### src/rtl/sm_product_accumulator.sv
// Frame accumulator for sign-magnitude products with a saturating two's complement sum.
// A start loads the frame length, products are summed, and the result is held until the consumer accepts it.
module sm_product_accumulator #(
  parameter int ACC_W = 13
) (
  input  logic             clk_i,
  input  logic             rst_ni,
  input  logic             start_i,
  input  logic [3:0]       count_i,
  input  logic [8:0]       product_i,
  input  logic             product_valid_i,
  output logic             product_ready_o,
  output logic [ACC_W-1:0] sum_o,
  output logic             sum_valid_o,
  input  logic             sum_ready_i,
  output logic             overflow_o,
  output logic             busy_o
);

  typedef enum logic [1:0] {
    IDLE  = 2'd0,
    ACCUM = 2'd1,
    DONE  = 2'd2
  } state_t;

  state_t           state_q, state_d;
  logic [ACC_W-1:0] acc_q, acc_d;
  logic [4:0]       remaining_q, remaining_d;
  logic             overflow_q, overflow_d;

  logic [ACC_W:0]   mag_ext;
  logic [ACC_W:0]   prod_ext;
  logic [ACC_W:0]   acc_ext;
  logic [ACC_W:0]   sum_wide;
  logic [ACC_W-1:0] sat_sum;
  logic             sat_hit;

  // One guard bit is enough: |acc| < 2^(ACC_W-1) and |product| <= 255 never overflow ACC_W+1 bits.
  always_comb begin
    mag_ext  = {{(ACC_W-7){1'b0}}, product_i[7:0]};
    prod_ext = product_i[8] ? (~mag_ext + {{ACC_W{1'b0}}, 1'b1}) : mag_ext;
    acc_ext  = {acc_q[ACC_W-1], acc_q};
    sum_wide = acc_ext + prod_ext;
    sat_hit  = (sum_wide[ACC_W] != sum_wide[ACC_W-1]);
    if (!sat_hit) begin
      sat_sum = sum_wide[ACC_W-1:0];
    end else if (sum_wide[ACC_W]) begin
      sat_sum = {1'b1, {(ACC_W-1){1'b0}}};
    end else begin
      sat_sum = {1'b0, {(ACC_W-1){1'b1}}};
    end
  end

  always_comb begin
    state_d     = state_q;
    acc_d       = acc_q;
    remaining_d = remaining_q;
    overflow_d  = overflow_q;
    unique case (state_q)
      IDLE: begin
        if (start_i) begin
          acc_d       = '0;
          overflow_d  = 1'b0;
          remaining_d = (count_i == 4'd0) ? 5'd16 : {1'b0, count_i};
          state_d     = ACCUM;
        end
      end
      ACCUM: begin
        if (product_valid_i) begin
          acc_d       = sat_sum;
          overflow_d  = overflow_q | sat_hit;
          remaining_d = remaining_q - 5'd1;
          if (remaining_q == 5'd1) begin
            state_d = DONE;
          end
        end
      end
      DONE: begin
        if (sum_ready_i) begin
          state_d = IDLE;
        end
      end
      default: state_d = IDLE;
    endcase
  end

  always_ff @(posedge clk_i) begin
    if (!rst_ni) begin
      state_q     <= IDLE;
      acc_q       <= '0;
      remaining_q <= '0;
      overflow_q  <= 1'b0;
    end else begin
      state_q     <= state_d;
      acc_q       <= acc_d;
      remaining_q <= remaining_d;
      overflow_q  <= overflow_d;
    end
  end

  // The accumulator doubles as the result register; it only moves in ACCUM or on a new start.
  assign sum_o           = acc_q;
  assign overflow_o      = overflow_q;
  assign sum_valid_o     = (state_q == DONE);
  assign product_ready_o = (state_q == ACCUM);
  assign busy_o          = (state_q != IDLE);

endmodule

### config.mk
export PLATFORM = sky130hd
export DESIGN_NAME = sm_product_accumulator
export DESIGN_NICKNAME = d
export VERILOG_FILES = /design/src/rtl/sm_product_accumulator.sv
export SDC_FILE = /design/constraint.sdc
export NUM_CORES = 1
export LEC_CHECK = 0
export ABC_AREA = 1
export CAP_MARGIN = 20
export CORE_MARGIN = 3
export CORE_UTILIZATION = 42
export CTS_CLUSTER_DIAMETER = 150
export DETAILED_ROUTE_END_ITERATION = 7
export PLACE_DENSITY = 0.63
export SLEW_MARGIN = 20
export SYNTH_ARGS = -nofsm -noshare
export SYNTH_HDL_FRONTEND = slang
export SYNTH_SLANG_ARGS = --single-unit
### constraint.sdc
create_clock -name clk_i -period 3.6 [get_ports clk_i]
set_input_delay 0.72 -clock clk_i [delete_from_list [all_inputs] [get_ports clk_i]]
set_output_delay 0.72 -clock clk_i [all_outputs]
set_load 0.01 [all_outputs]
==> flow_summary.yaml <==
yosys:
  synth_most_common_cell: "nand2_1"
  synthFlopType: "dfxtp_1"
  netlist_top_cells_count: "87 x nand2_1, 41 x inv_1, 29 x nand3_1"
  synth_area_leader_cell: "dfxtp_1"
  synth_area_um2: 1940
  yosysUniqueCellTypes: 32
  postSynthCellCount: 309
  synth_fp_nets: 345
  syn_area_per_cell_um2: 6.26
  synth_top_area_share: 0.217
  yosys_warnings: 0
  async_flop_share: 0
  synthTopCellsByArea: "dfxtp_1 22%, nand2_1 17%, ha_1 11%"
  synth-seq-area-share: 0.217
  synth_edf_count: 0
  synth-seq-cells: 21
routing:
  routed_wl_mm: 5.12
  drc_errors: 0
  drtIter0Drc: 102
  dr.pass1.iters: 4
  vias: 2041
  vias_per_cell: 5.10
  postRouteAntennaNets: 0
  wl_per_cell_um: 12.8
sta:
  finalSetupViolCount: 0
  max_freq_mhz: 300
  finalCritPeriodShare: 0.925
  relSlewSlack: 0.517
  tightest_slew_ps: 721
  finalHoldViolCount: 0
  period_needed_ps: 3330
  skew_ps: 8.42
  final-max-slew-violation-count: 0
  rsz0062_at_grt: "no"
worst_setup_path:
  critPathCaptureType: "register"
  worstSetupStartpointType: "input pin"
  worst_path_largest_cell_delay_ps: 520
  crit_family: "simple AND/OR/NAND/NOR gates"
  critPathKind: "in2reg"
  cp.required_ps: 3780
  rr_startpoint: "state_q[0]"
  worstSetupStartpoint: "product_i[0]"
  cpMostUsedCell: "nand2_1"
  crit_path_cell_trace: "clkdlybuf4s50_1, inv_1, ha_1, a21oi_1, xor2_1, ha_1, nand2_1, inv_2, nand3_1, nand2_2, nand2_1, nand3_1, nand2_2, nand2_4, a21oi_4, buf_12, nand2_1, a21oi_1"
  arrival_ps: 3510
  critPathSlowestCell: "clkdlybuf4s50_1"
  critPathBufInv: 4
  critPathMaxFanout: 7
global_route:
  grt_usage: 0.201
  antenna_found_initial: 0
  overflow: 0
  grt_pass1_vias: 1911
  grt_pass1_wl_mm: 8.65
  grt_max_degree: 18
cts:
  clk_latency_ps: 270
  cts_tree: "built"
  clk_pin_slew_ps: 70
  cts_sinks: 21
  cts_root_buf: "clkbuf_8"
  cts_max_level: 1
  clk_path_buf_depth: 2
  cts_buffers: 3
placed_design:
  hpwlAfterDp_mm: 4.02
  placed_cells: 395
  place_congestion: 0.928
  dpl-instance-area_um2: 2360
  port_buffers: 34
hold_path:
  worst_hold_path_type: "reg2reg"
  hold_start: "overflow_o"
power_and_ir_drop:
  power_mw: 0.914
  power.density_nw_per_um2: 370
  leakagePower_nw: 1.15
  peakVddDrop_v: 0.000252
floorplanning:
  placement_rows: 24
  die_w_um: 73.9
  io_pins: 35
  core_area_um2: 4410
  start_util: 0.438
  die-area_um2: 5460
  dieHeight_um: 73.9
finish:
  finalNetCount: 385
  drive_above_1_share: 0.0862
  stdcell_area_um2: 2470
  syn2layout_area_growth_pct: 27.7
  n_antenna_cell: 0
  fin_util: 0.560
  final_cells: 400
outcome:
  outcome: "finished, final reports clean"
job:
  maxCapViolCount: 0
-- worst min-delay path: cells and delay by family, from the launching register on --
family / cells / cell delay, ps
compound gates: 1 / 40
simple gates: 1 / 70
flops: 1 / 330
-- placed cells by master (no fill, tap or decap), types with 2 or more instances in the layout --
master / n
buf_4: 7
nand4_1: 2
dfxtp_1: 21
nand3_1: 29
clkdlybuf4s50_1: 34
inv_1: 41
nor2_1: 22
a31oi_1: 3
nand2_2: 7
a21oi_1: 27
o211ai_1: 2
xnor2_1: 5
o21bai_1: 2
nor3_1: 3
nand2_4: 2
clkbuf_8: 3
ha_4: 2
o21ai_0: 7
nand2_1: 85
a211oi_1: 3
xor2_1: 9
ha_1: 15
inv_2: 2
nor2_2: 2
-- worst paths after layout --
kind,to,slack (ps),cells past startpoint
max reg2reg,remaining_q[1],1290,7
min reg2reg,overflow_o,480,2
min,overflow_o,480,2
max,sum_o[1],270,18
-- logic make-up (layout without fill, tap and decap cells) --
group,Yosys count,count (layout),share of synthesized area
simple gates,155,155,0.343
buf+inv,51,90,0.107
compound gates,50,50,0.149
flops,21,21,0.217
fa+ha+maj,18,18,0.120
xor+xnor,14,14,0.0633
-- per-layer routing --
| layer | share of wire | global-route usage | routed length [µm] |
|---|---|---|---|
| met1 | 0.49 | 0.287 | 2480 |
| met3 | 0.048 | 0.0328 | 245 |
| met2 | 0.45 | 0.315 | 2310 |
| met5 | 0 | 0 | 0 |
| met4 | 0.015 | 0.0463 | 77 |
-- cell type report --
cell class,instances,area (µm²)
tap,52,65.1
inverter,44,165
timing repair buffer,42,413
multi-input combinational,237,1360
fill,451,1940
clock buffer,4,45.0
sequential,21,420
-- sequential cells by signal, summed over array words and instances, names as in the netlist --
register,cells
remaining_q,5
state_q,2
sum_o,13
overflow_o,1
-- stage by stage --
stage	TNS, ps	setup slack (ps)	hold WS, ps
finish	0	271	484
global route	0	5.72	524
CTS	0	242	491
detailed placement	-26.2	-19.3	459
global placement	0	9.73	469
floorplan	0	803	465
-- power breakdown --
group,switching (mW),total [mW],leakage (nW),internal (mW)
Clock,0.0798,0.159,0.0228,0.0790
Combinational,0.275,0.473,0.956,0.199
Sequential,0.0236,0.282,0.172,0.258
-- repair_timing --
action / 4_1_cts / 5_1_grt
setup endpoints to repair: 0 / 12
hold buffers: 0 / 0
buffers inserted: 0 / 1
gates resized for setup: 0 / 10
No activity file was read; power rests on OpenSTA's default activity.
